## src/rtl/control_sequencer.sv

```systemverilog
// Hardwired Moore control unit sequencing T0..T6 fetch/execute for ALU, MUL/DIV, NOP and HALT.
// Optional SINGLE_STEP_EN: every fetch start additionally requires step==1 on that edge.
module control_sequencer (
  input  logic        clk,
  input  logic        clr,
  input  logic        run,
  input  logic [31:0] ir,
  input  logic        step,
  output logic        PCout,
  output logic        ZLowout,
  output logic        ZHighout,
  output logic        MDRout,
  output logic        PC_enable,
  output logic        MAR_enable,
  output logic        MDR_enable,
  output logic        IR_enable,
  output logic        Y_enable,
  output logic        Z_enable,
  output logic        HI_enable,
  output logic        LO_enable,
  output logic        Read,
  output logic        IncPC,
  output logic [15:0] R0_15_enable,
  output logic [15:0] R0_15_out,
  output logic [4:0]  opcode,
  output logic        halted
);

  localparam logic [4:0] OP_MUL  = 5'b01111;
  localparam logic [4:0] OP_DIV  = 5'b10000;
  localparam logic [4:0] OP_NOP  = 5'b11010;
  localparam logic [4:0] OP_HALT = 5'b11011;

  typedef enum logic [3:0] {
    S_IDLE, S_T0, S_T1, S_T2, S_T3, S_T4, S_T5, S_T6, S_HALT
  } state_t;

  state_t      state_q, state_d;
  logic [16:0] fld_q, fld_d;  // {op, Ra, Rb, Rc} captured on the edge leaving T2

  logic       go;
  logic [4:0] dec_op;
  logic       dec_alu, dec_muldiv;
  logic [4:0] lat_op;
  logic [3:0] lat_ra, lat_rb, lat_rc;
  logic       lat_muldiv;
  logic       unused_bits;

  assign unused_bits = ^{ir[14:0], step};

`ifdef SINGLE_STEP_EN
  assign go = run & step;
`else
  assign go = run;
`endif

  assign dec_op     = ir[31:27];
  assign dec_muldiv = (dec_op == OP_MUL) || (dec_op == OP_DIV);
  assign dec_alu    = (dec_op <= 5'd14) || ((dec_op >= 5'd17) && (dec_op <= 5'd25));

  assign lat_op     = fld_q[16:12];
  assign lat_ra     = fld_q[11:8];
  assign lat_rb     = fld_q[7:4];
  assign lat_rc     = fld_q[3:0];
  assign lat_muldiv = (lat_op == OP_MUL) || (lat_op == OP_DIV);

  always_comb begin
    state_d = state_q;
    fld_d   = fld_q;
    case (state_q)
      S_IDLE: if (go) state_d = S_T0;
      S_T0:   state_d = S_T1;
      S_T1:   state_d = S_T2;
      S_T2: begin
        fld_d = ir[31:15];
        if (dec_op == OP_HALT)            state_d = S_HALT;
        else if (dec_op == OP_NOP)        state_d = go ? S_T0 : S_IDLE;
        else if (dec_alu || dec_muldiv)   state_d = S_T3;
        else                              state_d = go ? S_T0 : S_IDLE;
      end
      S_T3:   state_d = S_T4;
      S_T4:   state_d = S_T5;
      S_T5:   state_d = lat_muldiv ? S_T6 : (go ? S_T0 : S_IDLE);
      S_T6:   state_d = go ? S_T0 : S_IDLE;
      S_HALT: state_d = S_HALT;
      default: state_d = S_IDLE;
    endcase
  end

  always_comb begin
    PCout        = 1'b0;
    ZLowout      = 1'b0;
    ZHighout     = 1'b0;
    MDRout       = 1'b0;
    PC_enable    = 1'b0;
    MAR_enable   = 1'b0;
    MDR_enable   = 1'b0;
    IR_enable    = 1'b0;
    Y_enable     = 1'b0;
    Z_enable     = 1'b0;
    HI_enable    = 1'b0;
    LO_enable    = 1'b0;
    Read         = 1'b0;
    IncPC        = 1'b0;
    R0_15_enable = 16'h0000;
    R0_15_out    = 16'h0000;
    opcode       = 5'b00000;
    halted       = 1'b0;
    case (state_q)
      S_T0: begin
        PCout      = 1'b1;
        MAR_enable = 1'b1;
        IncPC      = 1'b1;
        Z_enable   = 1'b1;
      end
      S_T1: begin
        ZLowout    = 1'b1;
        PC_enable  = 1'b1;
        Read       = 1'b1;
        MDR_enable = 1'b1;
      end
      S_T2: begin
        MDRout    = 1'b1;
        IR_enable = 1'b1;
      end
      S_T3: begin
        R0_15_out = 16'h8000 >> lat_rb;
        Y_enable  = 1'b1;
      end
      S_T4: begin
        R0_15_out = 16'h8000 >> lat_rc;
        opcode    = lat_op;
        Z_enable  = 1'b1;
      end
      S_T5: begin
        ZLowout = 1'b1;
        if (lat_muldiv) LO_enable    = 1'b1;
        else            R0_15_enable = 16'h8000 >> lat_ra;
      end
      S_T6: begin
        ZHighout  = 1'b1;
        HI_enable = 1'b1;
      end
      S_HALT:  halted = 1'b1;
      default: ;
    endcase
  end

  always_ff @(posedge clk) begin
    if (!clr) begin
      state_q <= S_IDLE;
      fld_q   <= '0;
    end else begin
      state_q <= state_d;
      fld_q   <= fld_d;
    end
  end

endmodule
```

## config.mk

```make
export PLATFORM = sky130hd
export DESIGN_NAME = control_sequencer
export DESIGN_NICKNAME = d
export VERILOG_FILES = /design/src/rtl/control_sequencer.sv
export SDC_FILE = /design/constraint.sdc
export NUM_CORES = 1
export LEC_CHECK = 0
export BUFFER_PORTS_ARGS = -buffer_cell sky130_fd_sc_hd__buf_2
export CAP_MARGIN = 10
export CORE_AREA = 3 3 63 65
export DETAILED_ROUTE_END_ITERATION = 6
export DIE_AREA = 0 0 66 68
export GPL_ROUTABILITY_DRIVEN = 0
export PLACE_DENSITY_LB_ADDON = 0.1
export SLEW_MARGIN = 0
export SYNTH_ARGS = -nofsm -noshare
export SYNTH_HDL_FRONTEND = slang
export SYNTH_SLANG_ARGS = --single-unit
```

## constraint.sdc

```tcl
create_clock -name clk -period 1.9 [get_ports clk]
set_input_delay 0.19 -clock clk [delete_from_list [all_inputs] [get_ports clk]]
set_output_delay 0.19 -clock clk [all_outputs]
set_load 0.1 [all_outputs]
```

==> results of run 1 <==
==> cells by family after synthesis <==
family          Yosys count
flops                    21
buf+inv                  23
simple gates            117
compound gates           30
mux                       5
==> per-stage QoR <==
step | setup WS [ns] | hold slack (ns) | utilization (%) | cells | TNS [ns]
floorplan | -0.405 | 0.327 | - | 196 | -2.66
global placement | 0.0356 | 0.443 | 90.0 | 316 | 0
detailed placement | -0.0134 | 0.457 | 90.0 | 316 | -0.0134
==> reports/metrics.cfg, run 1 <==
[clock_network]
cts_sinks=21
cts_setup_buffers=16
ctsHtreeMaxLevel=1
clk_path_buf_depth=2
holdBufCountCts=0
numCtsBuffers=3
cts-root-buf=clkbuf_4
cts_resized=33

[logic_synthesis]
synth_area_leaders=dfxtp_1 (29%), nand2_1 (11%), nor2_1 (9.2%)
ys.flop_type=dfxtp_1
ys_types=41
syn-num-nets=232
yosysSeqAreaShare_pct=28.7
synthMuxAreaShare_pct=4.35
yosys.area_share.simple_pct=38.4
async_flop_share_pct=0
synth_xor_area_share_pct=0
netlist.top_cell.by_area=dfxtp_1
synthAdderAreaFrac_pct=0
synth_compound_area_share_pct=17.6
synth_top_area_share_pct=28.7
syn_inst=196
synth_top_family_by_area=simple AND/OR/NAND/NOR gates
syn_avg_cell_area_um2=7.48
synth_common_cells=nand2_1 (44), nor2_1 (36), dfxtp_1 (21), nor3_1 (10)
ys_warn_count=0
synth.most_common_cell=nand2_1
netlist_area_um2=1470
ys_ff_latch=21
synth_edf_count=0

[floorplanning]
initial_core_util_pct=43.3
rows=21
chipWidth_um=66
io_pins=88
die_y_um=68

[outcome]
status=stopped before the end
first-error=[ERROR DPL-0033] detailed placement checks failed during check placement.
stop_stage=clock tree synthesis

[placement]
dp_hpwl_um=5210
io_buffers=71
placed_cell_area_um2=3050

==> inputs of run 2 (changes only) <==
--- a/config.mk
+++ b/config.mk
@@ -7,11 +7,11 @@
 export LEC_CHECK = 0
 export BUFFER_PORTS_ARGS = -buffer_cell sky130_fd_sc_hd__buf_2
 export CAP_MARGIN = 10
-export CORE_AREA = 3 3 63 65
+export CORE_AREA = 3 3 69 71
 export DETAILED_ROUTE_END_ITERATION = 6
-export DIE_AREA = 0 0 66 68
+export DIE_AREA = 0 0 72 74
 export GPL_ROUTABILITY_DRIVEN = 0
-export PLACE_DENSITY_LB_ADDON = 0.1
+export PLACE_DENSITY_LB_ADDON = 0.15
 export SLEW_MARGIN = 0
 export SYNTH_ARGS = -nofsm -noshare
 export SYNTH_HDL_FRONTEND = slang
==> reports/metrics.cfg, run 2 <==
[critical_path]
worstReg2RegEnd=state_q[0]$_SDFFE_PN0P_
path_cells=and4b_1, mux2i_4, or4b_4, buf_6, nor2_4, buf_12
crit_start=fld_q[16]$_SDFFE_PN0P_
worstPathArrival_ns=1.95
reg2regPathDepth=7
slowest_stage=or4b_4
cp-end-kind=primary output
r2r_start=state_q[3]$_SDFFE_PN0P_
max_stage_delay_ns=0.54
cp.required_ns=1.71
r2r_slack_ns=0.20
crit_fanout=4
path_class=reg -> out
start_kind=register

[placement]
dp_hpwl_um=3890  ; -25%
placed_cell_area_um2=3050  ; about the same
io_buffers=71  ; unchanged
dp.cells=324  ; +2.5%

[layout]
largest_register_ff_count=17
drive_above_1_share_pct=69.1
finish.instance_area_um2=3380
syn_to_final_growth_pct=130
antenna_cells=0
multi_input_area_um2=1410
reg_top3=fld_q x17, state_q x4
layout_common_cells=buf_12 (48), nand2_1 (39), nor2_4 (30)
fin_nets=328
final_common_cell=buf_12
register_area_um2=432
fin_util_pct=78.6
top_register=fld_q
num-fill-cells=257
stdcell_count=343

[sta]
finClkSkew_ns=0.00559
setup_slack_ns=-0.244
hold_slack_ns=0.168
fmax_mhz=466
finalSetupViolCount=37
max-slew-margin-rel_pct=67.7
finalHoldViolations=0
fin_crit_sh_pct=113
worstMarginPinSlew_ns=0.488
rsz0062_at_grt=true
slew_viol_final=0
final.min_clock_period_ns=2.14

[routing]
wl_um=5160
post_drt_wl_per_cell_um=15.0
drt-initial-drc-count=74
dr.pass1.iters=4
drc=0
postRouteAntennaNets=0
vias=1711
drt-vias-per-instance=4.99

[logic_synthesis]
synth_xor_area_share_pct=0  ; unchanged
netlist.top_cell.by_area=dfxtp_1
synth_common_cells=nand2_1 (44), nor2_1 (36), dfxtp_1 (21), nor3_1 (10)
synth_compound_area_share_pct=17.6  ; unchanged
synth_top_family_by_area=simple AND/OR/NAND/NOR gates
syn-num-nets=232  ; unchanged
synthMuxAreaShare_pct=4.35  ; unchanged
synthAdderAreaFrac_pct=0  ; unchanged
ys.flop_type=dfxtp_1
ys_warn_count=0  ; unchanged
syn_avg_cell_area_um2=7.48  ; unchanged
ys_types=41  ; unchanged
ys_ff_latch=21  ; unchanged
synth_edf_count=0  ; unchanged
syn_inst=196  ; unchanged
yosys.area_share.simple_pct=38.4  ; unchanged
netlist_area_um2=1470  ; unchanged
synth_area_leaders=dfxtp_1 (29%), nand2_1 (11%), nor2_1 (9.2%)
yosysSeqAreaShare_pct=28.7  ; unchanged
synth.most_common_cell=nand2_1
async_flop_share_pct=0  ; unchanged
synth_top_area_share_pct=28.7  ; unchanged

[min_path]
holdCritStartpoint=ir[26]
min_path_type=in -> reg
whs_endpoint=fld_q[11]$_SDFFE_PN0P_
holdPathStages=3

[grt]
grt_start_max_net_pins=19
overflow=0
antenna_found_initial=0
grt_pass1_wl_um=8070
grt_pass1_vias=1761
track_usage_pct=19.0

[clock_network]
ctsHtreeMaxLevel=1  ; unchanged
cts_sinks=21  ; unchanged
cts-root-buf=clkbuf_8
insertion_delay_ns=0.26
clk_path_buf_depth=2  ; unchanged
numCtsBuffers=3  ; unchanged
holdBufCountCts=0  ; unchanged
clk_pin_slew_worst_paths_ns=0.08
cts_tree=done

[outcome]
failed_checks=setup timing
status=complete, but fails checks

[pwr]
worst_ir_drop_vdd_uv=237
power_leakage_uw=0.00119
p_per_area_nw_per_um2=331
power_uw=1120

[job]
max_cap_viol_count=0

[floorplanning]
rows=24  ; +14%
io_pins=88  ; unchanged
die_y_um=74  ; +8.8%
core_area_um2=4290
chipWidth_um=72  ; +9.1%
die-area_um2=5330
initial_core_util_pct=34.1  ; -9.1 points

## run 2: cell families (layout without fill, tap and decap cells)
group,after synthesis,in the layout
AND/OR/NAND/NOR,117,117
flip-flops,21,21
buffers and inverters,23,118
multiplexers,5,5
AO/OA/AOI/OAI,30,30
## run 2: worst max path at each step
stage,to,depth (start not counted),slack (ns)
after global placement,R0_15_enable[10],7,0.03
after CTS,R0_15_enable[3],6,-0.25
after global routing,R0_15_enable[11],6,-0.30
after detailed placement,R0_15_enable[10],7,-0.01
final,R0_15_enable[11],6,-0.24
after floorplan,R0_15_enable[15],4,-0.40
## run 2: cell type report
| class | instances | area share, % |
|---|---|---|
| clock buffer | 3 | 1.22 |
| clock inverter | 1 | 0.148 |
| inverter | 5 | 0.704 |
| multi-input combinational | 152 | 41.8 |
| sequential | 21 | 12.8 |
| tap | 52 | 1.93 |
| timing repair buffer | 109 | 41.4 |
## run 2: worst max-delay path: cells and delay by family (launching register included)
| family | cells | cell delay (ns) |
|---|---|---|
| buf+inv | 2 | 0.33 |
| simple gates | 3 | 0.86 |
| mux | 1 | 0.15 |
| flops | 1 | 0.35 |
## run 2: where the power goes
part,internal (uW),switching [uW]
sequential,451,15.9
clock,146,150
combinational,125,229
total,722,394
## run 2: repair_timing
action	4_1_cts	5_1_grt
setup buffers	10	6
gates resized for setup	27	11
setup endpoints to repair	34	40
pin swaps	13	10
## run 2: metal layers
metal	vias up	wire length (um)	track usage, %
li1	845	-	-
met1	815	1930	21.4
met2	49	2980	37.7
met3	2	240	2.57
met4	0	14	4.38
met5	-	0	0
## run 2: through the flow
stage | setup TNS, ns | setup slack, ns
after floorplan | -2.66 | -0.405
after global placement | 0 | 0.0288
after detailed placement | -0.0104 | -0.0104
after CTS | -3.65 | -0.252
after global routing | -6.32 | -0.303
final | -3.88 | -0.244
(Power assumes the default switching activity.)
==> inputs of run 3 (changes only) <==
--- a/config.mk
+++ b/config.mk
@@ -7,11 +7,12 @@
 export LEC_CHECK = 0
 export BUFFER_PORTS_ARGS = -buffer_cell sky130_fd_sc_hd__buf_2
 export CAP_MARGIN = 10
-export CORE_AREA = 3 3 69 71
+export CORE_AREA = 2 2 68 70
 export DETAILED_ROUTE_END_ITERATION = 6
-export DIE_AREA = 0 0 72 74
+export DIE_AREA = 0 0 70 72
 export GPL_ROUTABILITY_DRIVEN = 0
-export PLACE_DENSITY_LB_ADDON = 0.15
+export PLACE_DENSITY_LB_ADDON = 0.25
+export REMOVE_ABC_BUFFERS = 1
 export SLEW_MARGIN = 0
 export SYNTH_ARGS = -nofsm -noshare
 export SYNTH_HDL_FRONTEND = slang
==> reports/metrics.cfg, run 3 (synthesized netlist as in run 2, its figures left out) <==
[layout]
layout_common_cells=buf_12 (42), nand2_1 (40), buf_2 (26)
fin_util_pct=71.9  ; -6.7 points
fin_nets=317  ; -3.4%
reg_top3=fld_q x17, state_q x4
final_common_cell=buf_12
finish.instance_area_um2=3070  ; -9.1%
stdcell_count=332  ; -3.2%
num-fill-cells=293  ; +14%
drive_above_1_share_pct=61.1  ; -8.0 points
syn_to_final_growth_pct=109
antenna_cells=0  ; unchanged
largest_register_ff_count=17  ; unchanged
top_register=fld_q

[job]
max_cap_viol_count=0  ; unchanged

[routing]
wl_um=5300  ; +2.8%
post_drt_wl_per_cell_um=16.0  ; +6.2%
postRouteAntennaNets=0  ; unchanged
drc=0  ; unchanged
drt-initial-drc-count=101  ; +36%
dr.pass1.iters=4  ; unchanged
vias=1763  ; +3.0%
drt-vias-per-instance=5.31  ; +6.5%

[floorplanning]
die-area_um2=5040  ; -5.4%
rows=24  ; unchanged
die_y_um=72  ; -2.7%
core_area_um2=4260  ; -0.70%
chipWidth_um=70  ; -2.8%
io_pins=88  ; unchanged
initial_core_util_pct=34.4  ; +0.24 points

[pwr]
worst_ir_drop_vdd_uv=474  ; +99%
p_per_area_nw_per_um2=353  ; +6.8%
power_leakage_uw=0.00110  ; -7.0%

[sta]
rsz0062_at_grt=true
fin_setup_tns_ns=-5.19  ; -1.32 ns
finalHoldViolations=0  ; unchanged
fin_crit_sh_pct=117  ; +4.4 points
setup_slack_ns=-0.327  ; -0.0830 ns
finalSetupViolCount=33  ; -11%
worstMarginPinSlew_ns=0.488  ; +0.000125 ns
max-slew-margin-rel_pct=67.7  ; about the same
slew_viol_final=0  ; unchanged
hold_slack_ns=0.158  ; -0.0105 ns
finClkSkew_ns=0.00136  ; -0.00423 ns
final.min_clock_period_ns=2.23  ; +0.0830 ns
fmax_mhz=449  ; -3.7%

[clock_network]
insertion_delay_ns=0.27  ; about the same
cts_sinks=21  ; unchanged
cts-root-buf=clkbuf_8
numCtsBuffers=3  ; unchanged
ctsHtreeMaxLevel=1  ; unchanged
cts_tree=done
clk_pin_slew_worst_paths_ns=0.08  ; about the same
clk_path_buf_depth=2  ; unchanged
holdBufCountCts=0  ; unchanged

[critical_path]
crit_fanout=5  ; +1
start_kind=register
r2r_slack_ns=0.10  ; -0.10 ns
cp.required_ns=1.71  ; about the same
path_class=reg -> out
worstPathArrival_ns=2.04  ; +0.09 ns
cp-end-kind=primary output

[grt]
grt_start_max_net_pins=19  ; unchanged
track_usage_pct=18.5  ; -0.53 points
overflow=0  ; unchanged
grt_pass1_vias=1565  ; -11%
grt_pass1_wl_um=7520  ; -6.8%
antenna_found_initial=0  ; unchanged

[placement]
dp_hpwl_um=3160  ; -19%
io_buffers=71  ; unchanged
placed_cell_area_um2=2330  ; -23%
dp.cells=311  ; -4.0%

[outcome]
failed_checks=setup timing
status=complete, but fails checks

[min_path]
min_path_type=in -> reg

run 3: what timing repair did:
action | CTS | global route
resized for setup | 81 | 59
setup endpoints to repair | 32 | 40
pin swaps | 9 | 11
cloned | 1 | 0
setup buffers | 5 | 11
run 3: final cells by class:
type	instances	area [um2]	share of cell area, %
Clock buffer	4	45.0	1.47
Inverter	5	23.8	0.775
Timing Repair Buffer	97	1210	39.6
Multi-Input combinational cell	153	1280	41.8
Sequential cell	21	435	14.2
Tap cell	52	65.1	2.12
run 3: power breakdown:
group / total (uW) / leakage, uW / switching, uW / internal, uW
logic: 306 / 0.000906 / 210 / 96.1
registers: 471 / 0.000174 / 20.2 / 451
clock network: 306 / 0.0000228 / 156 / 150
run 3: through the flow:
stage | setup slack [ns] | total power [uW]
3_3_place_gp | 0.000145 | 740
3_5_place_dp | -0.0313 | 743
6_report | -0.327 | 1080
5_1_grt | -0.390 | 1120
4_1_cts | -0.237 | 1050
2_1_floorplan | -4.83 | 666
run 3: path summary, 6_finish.rpt:
check,startpoint,to,cells after the start
max,fld_q[16]$_SDFFE_PN0P_,R0_15_enable[14],7
min,ir[25],fld_q[10]$_SDFFE_PN0P_,3
max reg2reg,fld_q[15]$_SDFFE_PN0P_,state_q[0]$_SDFFE_PN0P_,8
min reg2reg,fld_q[15]$_SDFFE_PN0P_,fld_q[15]$_SDFFE_PN0P_,2
run 3: worst max-delay path, cell delays in order, from the launching register on:
cell	delay, ns
dfxtp_2	0.36
and4b_1	0.23
mux2i_4	0.18
buf_4	0.14
buf_6	0.10
nand4b_1	0.20
nor3_1	0.34
buf_12	0.22
run 3: routing by layer:
| layer | up-vias | GRT usage [%] | routed length (um) |
|---|---|---|---|
| met1 | 853 | 23.7 | 2060 |
| met3 | 8 | 4.44 | 323 |
| met2 | 77 | 31.6 | 2790 |
| li1 | 825 | - | - |
| met4 | 0 | 4.27 | 126 |
| met5 | - | 0 | 0 |
==> inputs of run 4 (changes only) <==
--- a/config.mk
+++ b/config.mk
@@ -5,11 +5,12 @@
 export SDC_FILE = /design/constraint.sdc
 export NUM_CORES = 1
 export LEC_CHECK = 0
-export BUFFER_PORTS_ARGS = -buffer_cell sky130_fd_sc_hd__buf_2
 export CAP_MARGIN = 10
 export CORE_AREA = 2 2 68 70
+export CTS_BUF_LIST = sky130_fd_sc_hd__clkbuf_8
 export DETAILED_ROUTE_END_ITERATION = 6
 export DIE_AREA = 0 0 70 72
+export DONT_BUFFER_PORTS = 1
 export GPL_ROUTABILITY_DRIVEN = 0
 export PLACE_DENSITY_LB_ADDON = 0.25
 export REMOVE_ABC_BUFFERS = 1
==> reports/metrics.cfg, run 4 (synthesized netlist as in run 2, its figures left out) <==
[outcome]
status=complete, but fails checks
failed_checks=setup timing

[floorplanning]
initial_core_util_pct=34.4  ; unchanged
rows=24  ; unchanged
die-area_um2=5040  ; unchanged
chipWidth_um=70  ; unchanged
core_area_um2=4260  ; unchanged
io_pins=88  ; unchanged
die_y_um=72  ; unchanged

[critical_path]
crit_fanout=4  ; -1
critical_path.top_delay_family=simple AND/OR/NAND/NOR gates
cp-end-kind=primary output
slowest_stage=or4b_4
start_kind=register
max_stage_delay_ns=0.55  ; +0.19 ns
worstReg2RegEnd=fld_q[10]$_SDFFE_PN0P_
worstPathArrival_ns=1.91  ; -0.13 ns
path_class=reg -> out
path_cells=and4b_1, mux2i_4, or4b_4, nor3_4, buf_12
reg2regPathDepth=8  ; unchanged
r2r_start=state_q[0]$_SDFFE_PN0P_
path_buf_inv=1  ; -2
r2r_slack_ns=0.20  ; +0.10 ns
cp.required_ns=1.71  ; about the same

[layout]
top_register=fld_q
layout_common_cells=nand2_1 (40), buf_12 (37), buf_4 (26)
fin_nets=300  ; -5.4%
final_common_cell=nand2_1
register_area_um2=430  ; -1.1%
antenna_cells=0  ; unchanged
syn_to_final_growth_pct=110
multi_input_area_um2=1250  ; -2.5%
num-fill-cells=294  ; +0.34%
fin_util_pct=72.2  ; +0.21 points
drive_above_1_share_pct=62.0  ; +0.91 points
stdcell_count=315  ; -5.1%
largest_register_ff_count=17  ; unchanged
reg_top3=fld_q x17, state_q x4

[sta]
max-slew-margin-rel_pct=75.9  ; +8.3 points
slew_viol_final=0  ; unchanged
fin_crit_sh_pct=111  ; -6.6 points
finalSetupViolCount=32  ; -3.0%
final.min_clock_period_ns=2.10  ; -0.126 ns
worstMarginPinSlew_ns=0.358  ; -0.130 ns
finClkSkew_ns=0.00375  ; +0.00239 ns
fmax_mhz=476  ; +6.0%
finalHoldViolations=0  ; unchanged
rsz0062_at_grt=true
setup_slack_ns=-0.201  ; +0.126 ns

[clock_network]
clk_path_buf_depth=2  ; unchanged
numCtsBuffers=3  ; unchanged
ctsHtreeMaxLevel=1  ; unchanged
cts_tree=done
cts_sinks=21  ; unchanged
cts-root-buf=clkbuf_8
holdBufCountCts=0  ; unchanged
insertion_delay_ns=0.27  ; about the same
clk_pin_slew_worst_paths_ns=0.08  ; about the same

[grt]
antenna_found_initial=0  ; unchanged
grt_pass1_wl_um=7540  ; +0.27%
grt_start_max_net_pins=19  ; unchanged
grt_pass1_vias=1617  ; +3.3%
track_usage_pct=18.4  ; -0.029 points
overflow=0  ; unchanged

[pwr]
p_int_uw=721  ; +3.4%
p_seq_share_pct=42.1  ; -1.4 points
worst_ir_drop_vdd_uv=301  ; -36%
p_per_area_nw_per_um2=360  ; +1.9%
power_leakage_uw=0.00111  ; +0.34%
comb_power_share_pct=30.4  ; +2.1 points
clkPwrFrac_pct=27.4  ; -0.9 points
p_switching_uw=386  ; -0.15%
p_sw_share_pct=34.9  ; -0.81 points

[routing]
drc=0  ; unchanged
drt-initial-drc-count=108  ; +6.9%
vias=1662  ; -5.7%
post_drt_wl_per_cell_um=16.5  ; +3.4%
postRouteAntennaNets=0  ; unchanged
wl_um=5200  ; -1.9%
dr.pass1.iters=4  ; unchanged
drt-vias-per-instance=5.28  ; -0.64%

[placement]
dp.cells=298  ; -4.2%
io_buffers=0  ; -100%
dp_hpwl_um=3410  ; +7.9%

[min_path]
min_path_type=in -> reg
whs_endpoint=fld_q[13]$_SDFFE_PN0P_
holdCritStartpoint=ir[28]
holdPathStages=2  ; -1

[job]
max_cap_viol_count=0  ; unchanged

==> run 4: per-stage QoR <==
step	setup TNS, ns	hold WS (ns)	instance area [um2]	power, uW	worst slack (ns)
final	-4.62	0.0514	3080	1110	-0.201
after global routing	-6.95	0.0611	3080	1140	-0.281
after CTS	-4.71	0.0551	2840	1080	-0.201
after detailed placement	-0.0151	0.341	2620	778	-0.0151
after global placement	0	0.337	2620	775	0.00871
after floorplan	-56.39	0.335	1330	666	-4.83
==> run 4: repair_timing <==
item                       in CTS  in global routing
gates cloned                    1                  0
buffers inserted                5                  7
gates resized for setup        31                 41
setup endpoints to repair      35                 36
pin swaps                       2                 17
==> run 4: worst register-to-register path, delay by kind of cell (launching register included) <==
kind	cells	cell delay, ns
buffers and inverters	4	0.55
DFF	1	0.36
and+or+nand+nor	3	0.62
AOI/OAI and AO/OA	1	0.11
==> run 4: how the worst max path moves through the flow <==
stage,slack (ns),endpoint,depth (start not counted),start
5_1_grt,-0.28,R0_15_enable[0],8,fld_q[15]$_SDFFE_PN0P_
3_3_place_gp,0.009,R0_15_enable[15],5,fld_q[16]$_SDFFE_PN0P_
6_report,-0.20,R0_15_enable[15],5,fld_q[16]$_SDFFE_PN0P_
2_1_floorplan,-4.83,IncPC,2,state_q[0]$_SDFFE_PN0P_
4_1_cts,-0.20,R0_15_enable[15],5,fld_q[16]$_SDFFE_PN0P_
3_5_place_dp,-0.02,R0_15_enable[15],5,fld_q[16]$_SDFFE_PN0P_
==> run 4: final cells by class <==
cell class,count,area share (%)
sequential,21,14.0
multi-input combinational,152,40.7
clock buffer,3,1.34
timing repair buffer,80,40.6
tap,52,2.11
clock inverter,1,0.122
inverter,5,1.02
timing repair inverter,1,0.163
==> run 4: metal layers <==
layer	wire length [um]	track usage, %	vias up
li1	-	-	792
met1	2070	20.9	807
met2	2810	35.1	55
met3	270	4.31	8
met4	61	4.06	0
met5	0	0	-
==> run 4: power groups by stage <==
stage,clock [uW],combinational (uW),sequential [uW]
2_1_floorplan,0,190,476
5_1_grt,323,348,468
4_1_cts,302,313,464
3_5_place_dp,0,306,473
6_report,304,337,467
3_3_place_gp,0,303,472
